==> config.mk <==
export PLATFORM = sky130hd
export DESIGN_NAME = apb2axi_wdf
export DESIGN_NICKNAME = d
export VERILOG_FILES = /design/src/rtl/apb2axi_wdf.sv
export SDC_FILE = /design/constraint.sdc
export NUM_CORES = 1
export LEC_CHECK = 0
export CAP_MARGIN = 30
export CORE_UTILIZATION = 25
export DETAILED_ROUTE_END_ITERATION = 12
export RECOVER_POWER = 50
export SYNTH_ARGS = -nofsm -noshare
export SYNTH_HDL_FRONTEND = slang
export SYNTH_SLANG_ARGS = --single-unit
export TNS_END_PERCENT = 10
==> constraint.sdc <==
create_clock -name ACLK -period 9.25 [get_ports ACLK]
set_input_delay 1.85 -clock ACLK [delete_from_list [all_inputs] [get_ports ACLK]]
set_output_delay 1.85 -clock ACLK [all_outputs]
set_load 0.05 [all_outputs]
==> src/rtl/apb2axi_wdf.sv <==
// Write data FIFO for the APB-to-AXI bridge: buffers APB write beats and drains them as AXI W bursts.
// Optional macro APB2AXI_WDF_STRB_EN stores per-beat strobes; otherwise WSTRB is all ones while WVALID.
module apb2axi_wdf #(
    parameter int DEPTH  = 8,
    parameter int DATA_W = 64,
    parameter int TAG_W  = 4,
    parameter int LEN_W  = 8
) (
    input  logic                      ACLK,
    input  logic                      ARESET,
    input  logic                      wr_push_valid,
    input  logic [DATA_W-1:0]         wr_push_data,
    input  logic [DATA_W/8-1:0]       wr_push_strb,
    output logic                      wr_push_ready,
    input  logic                      burst_valid,
    input  logic [TAG_W-1:0]          burst_tag,
    input  logic [LEN_W-1:0]          burst_len,
    output logic                      burst_ready,
    output logic                      WVALID,
    output logic [DATA_W-1:0]         WDATA,
    output logic [DATA_W/8-1:0]       WSTRB,
    output logic                      WLAST,
    input  logic                      WREADY,
    output logic                      burst_done,
    output logic [TAG_W-1:0]          burst_done_tag,
    output logic [$clog2(DEPTH):0]    wdf_count
);

    localparam int AW = $clog2(DEPTH);
    localparam int PW = AW + 1;
    localparam int SW = DATA_W / 8;

    typedef enum logic {IDLE, SEND} state_t;

    state_t            state_q;
    logic [PW-1:0]     wptr_q, wptr_d;
    logic [PW-1:0]     rptr_q, rptr_d;
    logic [LEN_W-1:0]  beat_cnt_q;
    logic [TAG_W-1:0]  cur_tag_q;
    logic [TAG_W-1:0]  done_tag_q;
    logic              done_q;

    logic [DATA_W-1:0] mem_data_q [DEPTH];

    logic empty, full, push, pop;

    assign empty  = (wptr_q == rptr_q);
    assign full   = (wptr_q[AW] != rptr_q[AW]) && (wptr_q[AW-1:0] == rptr_q[AW-1:0]);
    assign push   = wr_push_valid && !full;
    assign pop    = (state_q == SEND) && !empty && WREADY;
    assign wptr_d = wptr_q + PW'(push);
    assign rptr_d = rptr_q + PW'(pop);

    // Head entry is masked while WVALID is low so idle outputs read as zero.
    assign wr_push_ready  = !full;
    assign burst_ready    = (state_q == IDLE) && !done_q;
    assign WVALID         = (state_q == SEND) && !empty;
    assign WDATA          = WVALID ? mem_data_q[rptr_q[AW-1:0]] : '0;
    assign WLAST          = (state_q == SEND) && (beat_cnt_q == '0);
    assign burst_done     = done_q;
    assign burst_done_tag = done_tag_q;
    assign wdf_count      = wptr_q - rptr_q;

    always_ff @(posedge ACLK) begin
        if (push) begin
            mem_data_q[wptr_q[AW-1:0]] <= wr_push_data;
        end
    end

`ifdef APB2AXI_WDF_STRB_EN
    logic [SW-1:0] mem_strb_q [DEPTH];

    always_ff @(posedge ACLK) begin
        if (push) begin
            mem_strb_q[wptr_q[AW-1:0]] <= wr_push_strb;
        end
    end

    assign WSTRB = WVALID ? mem_strb_q[rptr_q[AW-1:0]] : '0;
`else
    logic unused_strb;
    assign unused_strb = ^wr_push_strb;
    assign WSTRB       = {SW{WVALID}};
`endif

    always_ff @(posedge ACLK or posedge ARESET) begin
        if (ARESET) begin
            state_q    <= IDLE;
            wptr_q     <= '0;
            rptr_q     <= '0;
            beat_cnt_q <= '0;
            cur_tag_q  <= '0;
            done_tag_q <= '0;
            done_q     <= 1'b0;
        end else begin
            wptr_q <= wptr_d;
            rptr_q <= rptr_d;
            done_q <= 1'b0;
            case (state_q)
                IDLE: begin
                    if (burst_valid && burst_ready) begin
                        beat_cnt_q <= burst_len;
                        cur_tag_q  <= burst_tag;
                        state_q    <= SEND;
                    end
                end
                SEND: begin
                    if (pop) begin
                        if (beat_cnt_q == '0) begin
                            done_q     <= 1'b1;
                            done_tag_q <= cur_tag_q;
                            state_q    <= IDLE;
                        end else begin
                            beat_cnt_q <= beat_cnt_q - LEN_W'(1);
                        end
                    end
                end
                default: state_q <= IDLE;
            endcase
        end
    end

endmodule

# Yosys cells after proc, flatten, opt, wreduce, memory -nomap -nowiden
# Memories as Yosys holds them, arrays and structs flattened.
# Index checks and enable logic that the tools add are counted.
# op_classes
n_eq_ne	6
n_addsub	4
bitwise_logic	1
n_mux	14
n_reduce_logical	14
# op_table
operator	n
two-way mux 64 bit	1
two-way mux 8 bit	3
one-hot mux 8 bit (2 select lines)	1
adder 4 x 1 -> 4 bit	2
zero test 8 bit	1
two-way mux 1 bit	8
subtractor 8 x 1 -> 8 bit, second input constant	1
logical AND 1 bit	7
AND reduction 3 bit	2
== test 4 bit	1
!= test 2 x 1 -> 1 bit, second input constant	2
subtractor 4 bit	1
== test 3 bit	1
zero test 1 bit	3
!= test 2 bit, second input constant	1
one-hot mux 1 bit (2 select lines)	1
AND reduction 2 bit	1
!= test 1 bit	1
inverter 1 bit	1
# totals
mem_bits_rw	512
out_inout_bits	85
register_bits	26
mem_count	1
in_bits	89
word_cells	47
# mem_list
memory	words	width	read_ports	rd_ports_with_merged_regs	write_ports	line_no	text
mem_data_q	8	64	1	0	1	43	logic [DATA_W-1:0] mem_data_q [DEPTH];

# Logic depth before layout (Yosys ltp)
# Gate-level depths: netlist of the first run.
# depth
ltp_word	6
depth_mapped	11
depth_no_buf	9

# Worst setup path before layout of the first run
# Ideal clock, no wire load.
# synth_timing
path_type	input port to flip-flop
from	input wr_push_valid
to	memory mem_data_q[1][0] (enable)
stages	3
path_buffers	0
setup_slack_ns	2.059
t_arrival_ns	6.626
setup_ns	0.565
t_required_ns	8.685
path_cell_list	a21boi_0 > nand2_1 > nor3_1
# synth_via
elab_chain_len	3
# synth_lines
element	line_no	text
start: declaration	11	input logic wr_push_valid,
logical AND 1 bit	49	assign push = wr_push_valid && !full;
two-way mux 1 bit	65	if (push) begin
two-way mux 1 bit (not written as such)	66	mem_data_q[wptr_q[AW-1:0]] <= wr_push_data;
end: declaration	43	
# No other way between the ends.

# Worst setup path in the final report of the first run
# layout_timing
from	register rptr_q[1]
to	output WSTRB[3]
# layout_via
elab_chain_len	3
# layout_lines
element	line_no	text
start: declaration	37	logic [PW-1:0] rptr_q, rptr_d;
start signal: assignment	97	rptr_q <= rptr_d;
== test 4 bit	47	assign empty = (wptr_q == rptr_q);
zero test 1 bit	57	assign WVALID = (state_q == SEND) && !empty;
logical AND 1 bit	57	
end: declaration	21	output logic [DATA_W/8-1:0] WSTRB,
# No other way between the ends.

==> results.ini, run 1 <==
[outcome]
status = finished with violations
violations = capacitance limit, slew limit

[job]
maxCapViolCount = 2

[clock_tree]
path_clk_slew_ns = 0.06
cts_hold_buf = 0
cts_made_buffers = 60
cts_setup_buffers = 0
cts_tree = done
clock_sink_count = 538
cts_resized = 0
clock_latency_ns = 0.60
htreeDepth = 2
cts_root_buffer = clkbuf_16
clockBufferDepth = 3

[final_layout]
fin_nets = 1333
fin_cells = 2355
layout-drive-gt1-share_pct = 20.0
syn_to_final_growth_pct = 24.3

[sta]
slew_violations = 46
fin_skew_ns = 0.0131
fmax_mhz = 164
min_period_ns = 6.11
timing.final.hold_violations = 0
setup_viol = 0
fin_tns_setup_ns = 0
rsz0062_at_grt = no
worst_slew_pin_slew_ns = 1.80
fin_ws_ns = 3.14
period_share_pct = 66.0
max_slew_margin_pct = -19.9

[logic_synthesis]
synth-simple-area-share_pct = 3.77
yosys.area_share.xor_xnor_pct = 0.379
synth_edf_count = 512
avgSynthCellArea_um2 = 19.9
ys_types = 42
syn_nets = 1142
synth_top_family_by_area = multiplexers
yosysSeqAreaShare_pct = 77.0
yosysWarningCount = 0
synth.area.mux_share_pct = 14.2
ys_ff_latch = 538
synth_compound_area_share_pct = 2.42
synth_area_um2 = 20800
ys.flop_type = edfxtp_1
netlist_instances = 1044
synthArstFlopShare_pct = 4.83
synth_fa_ha_area_share_pct = 0.577

[grt]
top_usage_layer = met2
gr-total-overflow = 0
grt_pass1_vias = 11047
use_met1_pct = 15.8
grt.met2_usage_pct = 18.0
grtUsageMet3_pct = 2.58
grtUsageTotal_pct = 11.4
grt_pass1_wl_mm = 71.6
grt_antenna_before_repair = 8
grt_max_degree = 51

[floorplanning]
ios = 174
die_x_um = 290
rows = 105
core_um2 = 82200
dieHeight_um = 290
start_util_pct = 25.3
die_area_um2 = 84400

[worst_setup_path]
max_stage_delay_ns = 0.82
worst-path-max-fanout = 43
critPathKind = flop to output port
start_kind = flop
cp_cell_sequence = inv_1 > ha_1 > and3_1 > nand2_1 > nand2_4 > buf_4 > inv_2 > clkdlybuf4s50_1
required_ns = 7.40
cp_data_arrival_time_ns = 4.26
slowest_stage = dfrtp_4
crit_path_end_kind = output port

[power_and_ir_drop]
ir_drop_mv = 0.306
power_density_nw_per_um2 = 386
p_leak_nw = 8.37

[placed_design]
place_ws_ns = 3.66
io_buffers = 165
place.gp.congestion = 0.743
dp_hpwl_mm = 24.9
dpl.cell_count = 2239

[route]
ant_nets = 0
firstDrtPassIters = 5
viasPerCell = 4.34
drt-initial-drc-count = 602
drc = 0
wire_per_inst_um = 20.3
vias = 10231
routed_wl_mm = 47.7

[hold_path]
min_path_type = flop to flop

routing by layer:
metal  vias to the layer above  part of all wire (%)
met5                         -                  0.12
met4                        10                   1.7
met3                        61                   5.1
met2                       232                    47
met1                      5361                    46
li1                       4567                     -
synth_stat cells, drive strengths merged (3+ instances only):
master | count | area share [%]
nor3 | 3 | 0.072
and3 | 7 | 0.21
clkbuf | 32 | 0.58
inv | 12 | 0.22
ha | 8 | 0.48
dfrtp | 26 | 3.1
o221a | 4 | 0.22
mux2 | 4 | 0.22
buf | 30 | 0.79
nand2b | 5 | 0.15
xor2 | 3 | 0.13
xnor2 | 6 | 0.25
mux4 | 128 | 14
edfxtp | 512 | 74
nor2 | 12 | 0.22
nand2 | 150 | 2.7
nor4 | 3 | 0.12
mux2i | 3 | 0.14
a21oi | 77 | 1.9
report_power, final:
part	internal [mW]	switching (mW)	total, mW
logic	1.48	2.76	4.24
registers	3.10	0.180	3.28
clock network	1.51	0.945	2.45
cell type report:
type,instances,area (um^2)
clock buffer,68,1550
antenna,2,5.00
multi-input combinational,431,4470
fill,7915,56400
clock inverter,42,503
tap,1070,1340
sequential,538,16000
inverter,13,48.8
timing repair buffer,191,1900
critical path, delay by kind of cell (launching register included):
family / cells / cell delay, ns
buffers and inverters: 4 / 1.80
flip-flops: 1 / 0.82
adder cells (fa/ha/maj): 1 / 0.31
AND/OR/NAND/NOR: 3 / 0.70
flip-flops by register name, indices dropped and copies added (netlist names):
| signal | count |
|---|---|
| mem_data_q | 512 |
| beat_cnt_q | 8 |
| burst_done_tag | 4 |
| cur_tag_q | 4 |
| rptr_q | 4 |
| wptr_q | 4 |
| burst_done | 1 |
| state_q | 1 |
metrics by stage:
step                cell area, um^2  util, %  hold slack, ns  power (mW)
detailed placement            23800     28.9           0.468        7.66
global placement              23700     28.8           0.461        7.58
finish                        25900     31.4           0.478        9.97
global route                  25800     31.4           0.513        10.5
CTS                           25900     31.4           0.481        10.2
floorplan                     20800        -           0.442        6.21
worst paths after layout:
kind,slack [ns],endpoint,depth (start not counted),startpoint
worst min-delay path,0.48,cur_tag_q[0]$_DFFE_PP0P_,2,cur_tag_q[0]$_DFFE_PP0P_
worst max-delay path,3.14,WSTRB[3],8,rptr_q[1]$_DFF_PP0_
max in group asynchronous,6.04,rptr_q[0]$_DFF_PP0_,3,ARESET
min in group asynchronous,1.56,cur_tag_q[1]$_DFFE_PP0P_,2,ARESET
worst max register to register,5.11,mem_data_q[7][45]$_DFFE_PP_,7,rptr_q[1]$_DFF_PP0_
worst min register to register,0.48,cur_tag_q[0]$_DFFE_PP0P_,2,cur_tag_q[0]$_DFFE_PP0P_
cells in the final DEF, fill, tap and decap left out, types with 5 or more instances in the layout:
cell             count
clkinv_1            10
ha_1                 8
nand2_1            149
xnor2_1              6
edfxtp_1           512
inv_1               10
dlygate4sd3_1       67
bufinv_16           11
nand2b_1             5
clkinv_2            13
a21oi_1             77
clkbuf_1            10
buf_4               19
dfrtp_1             23
clkdlybuf4s50_1     98
mux4_2             128
nor2_1              10
clkbuf_16           61
and3_1               7
kinds of logic (layout without fill, tap and decap cells):
kind of cell | Yosys count | count (layout)
xor gates and xnor gates | 9 | 9
muxes | 135 | 135
other | 0 | 2
DFF | 538 | 538
buffers and inverters | 75 | 314
adders and majority gates | 9 | 9
AOI/OAI and AO/OA | 90 | 90
and+or+nand+nor | 188 | 188
No activity file was read; power rests on OpenSTA's default activity.
==> inputs of run 2 (changes only) <==
- clock period: 9.25 -> 6.15 ns (I/O delays scaled with it)
==> results.ini, run 2 (same netlist as run 1, synthesis figures left out) <==
[floorplanning]
die_x_um = 290
core_um2 = 82200
start_util_pct = 25.3
dieHeight_um = 290
die_area_um2 = 84400
rows = 105
ios = 174

[hold_path]
min_path_type = flop to flop

[grt]
grt_antenna_before_repair = 10
grt_pass1_vias = 10975
gr-total-overflow = 0
grtUsageTotal_pct = 11.1
grt_max_degree = 56
grt_pass1_wl_mm = 70.7

[worst_setup_path]
cp_cell_sequence = inv_1 > ha_1 > and3_1 > nand2_1 > nand2_4 > buf_4 > a21oi_1 > clkdlybuf4s50_1
r2r_setup_slack_ns = 1.70
critPathLaunch = rptr_q[2]$_DFF_PP0_
slowest_stage = clkdlybuf4s50_1
crit_path_end_kind = output port
r2r_start = rptr_q[2]$_DFF_PP0_
max_stage_delay_ns = 0.86
setup.worst_path.end = WDATA[19]
start_kind = flop
critPathKind = flop to output port
cp_data_arrival_time_ns = 4.23
rr_endpoint = mem_data_q[6][41]$_DFFE_PP_
required_ns = 4.92
worst-path-max-fanout = 49
reg2reg_depth = 7

[outcome]
status = finished with violations
violations = capacitance limit, slew limit

[route]
routed_wl_mm = 46.9
vias = 10364
viasPerCell = 4.40
drt-initial-drc-count = 700
firstDrtPassIters = 5
drc = 0
wire_per_inst_um = 19.9
ant_nets = 0

[final_layout]
layout-drive-gt1-share_pct = 19.7
syn_to_final_growth_pct = 24.3
largest_reg_flops = 512
nFillCells = 7961
final_common_cell = edfxtp_1
fin_util_pct = 31.4
mostFrequentLayoutCells = 512 x edfxtp_1, 149 x nand2_1, 128 x mux4_2, 94 x clkdlybuf4s50_1, 77 x a21oi_1
fin_nets = 1333

[sta]
period_share_pct = 88.7
rsz0062_at_grt = no
hold_slack_ns = 0.478
timing.final.hold_violations = 0
min_period_ns = 5.46
worst_slew_pin_slew_ns = 1.63
setup_viol = 0
fin_ws_ns = 0.694
max_slew_margin_pct = -8.95
fmax_mhz = 183
fin_skew_ns = 0.0206
slew_violations = 42

[clock_tree]
cts_made_buffers = 58
cts_root_buffer = clkbuf_16
htreeDepth = 2
clock_sink_count = 538
clock_latency_ns = 0.60
cts_tree = done
cts_hold_buf = 0
path_clk_slew_ns = 0.06
cts_resized = 0
clockBufferDepth = 3
cts_setup_buffers = 0

[placed_design]
place_ws_ns = 1.28
place.gp.congestion = 0.724
io_buffers = 165
dp_hpwl_mm = 25.7

[power_and_ir_drop]
power_density_nw_per_um2 = 576
ir_drop_mv = 0.505
p_leak_nw = 8.37

[job]
maxCapViolCount = 2

-- run 2: cell count changes in the layout (fill, tap and decap cells not counted), sizes merged --
cell,delta
bufinv,-1
dlygate4sd3,+4
clkdlybuf4s50,-4
clkinv,-4
buf,+2
diode,+1
clkbuf,+2
-- run 2: per-layer routing --
layer | share of wire [%] | global-route usage [%] | wire [um]
met3 | 4.9 | 2.16 | 2320
met1 | 46 | 15.5 | 21600
met2 | 47 | 17.6 | 21800
met5 | 0.13 | 0 | 61
met4 | 2.3 | 3.42 | 1090
-- run 2: area by class of cell --
cell class / count / area [um^2] / area share, %
flip-flops and latches: 538 / 16000 / 62.0
inverters: 13 / 48.8 / 0.189
clock buffers: 70 / 1520 / 5.87
well taps: 1070 / 1340 / 5.18
diodes: 3 / 7.51 / 0.0290
multi-input cells: 431 / 4480 / 17.3
clock inverters: 37 / 460 / 1.78
repair buffers: 193 / 1970 / 7.60
-- run 2: per-stage QoR --
step / cells / setup TNS (ns) / power (mW) / cell area (um^2)
floorplan: 1044 / -48.70 / 9.33 / 20800
global placement: 2239 / 0 / 11.4 / 23800
detailed placement: 2243 / 0 / 11.5 / 23900
CTS: 2350 / 0 / 15.2 / 25900
global route: 2352 / 0 / 15.6 / 25800
finish: 2355 / 0 / 14.9 / 25900
-- run 2: worst max-delay path: cells and delay by family, from the launching register on --
family	cells	cell delay (ns)
buf+inv	3	1.47
fa+ha+maj	1	0.35
flops	1	0.73
compound gates	1	0.23
simple gates	3	0.83
-- run 2: worst min-delay path by stage --
| stage | startpoint | to | slack [ns] | depth (start not counted) |
|---|---|---|---|---|
| 2_1_floorplan | cur_tag_q[0]$_DFFE_PP0P_ | cur_tag_q[0]$_DFFE_PP0P_ | 0.44 | 2 |
| 3_3_place_gp | cur_tag_q[3]$_DFFE_PP0P_ | cur_tag_q[3]$_DFFE_PP0P_ | 0.46 | 2 |
| 3_5_place_dp | cur_tag_q[3]$_DFFE_PP0P_ | cur_tag_q[3]$_DFFE_PP0P_ | 0.48 | 2 |
| 4_1_cts | cur_tag_q[3]$_DFFE_PP0P_ | cur_tag_q[3]$_DFFE_PP0P_ | 0.49 | 2 |
| 5_1_grt | burst_done_tag[2]$_DFFE_PP0P_ | burst_done_tag[2]$_DFFE_PP0P_ | 0.50 | 1 |
| 6_report | cur_tag_q[3]$_DFFE_PP0P_ | cur_tag_q[3]$_DFFE_PP0P_ | 0.48 | 2 |
-- run 2: report_power, final --
part | leakage, nW | internal (mW) | total (mW) | switching, mW
clock | 0.961 | 2.18 | 3.59 | 1.42
combinational | 2.44 | 2.25 | 6.39 | 4.14
sequential | 4.97 | 4.66 | 4.92 | 0.261
total | 8.37 | 9.09 | 14.9 | 5.81
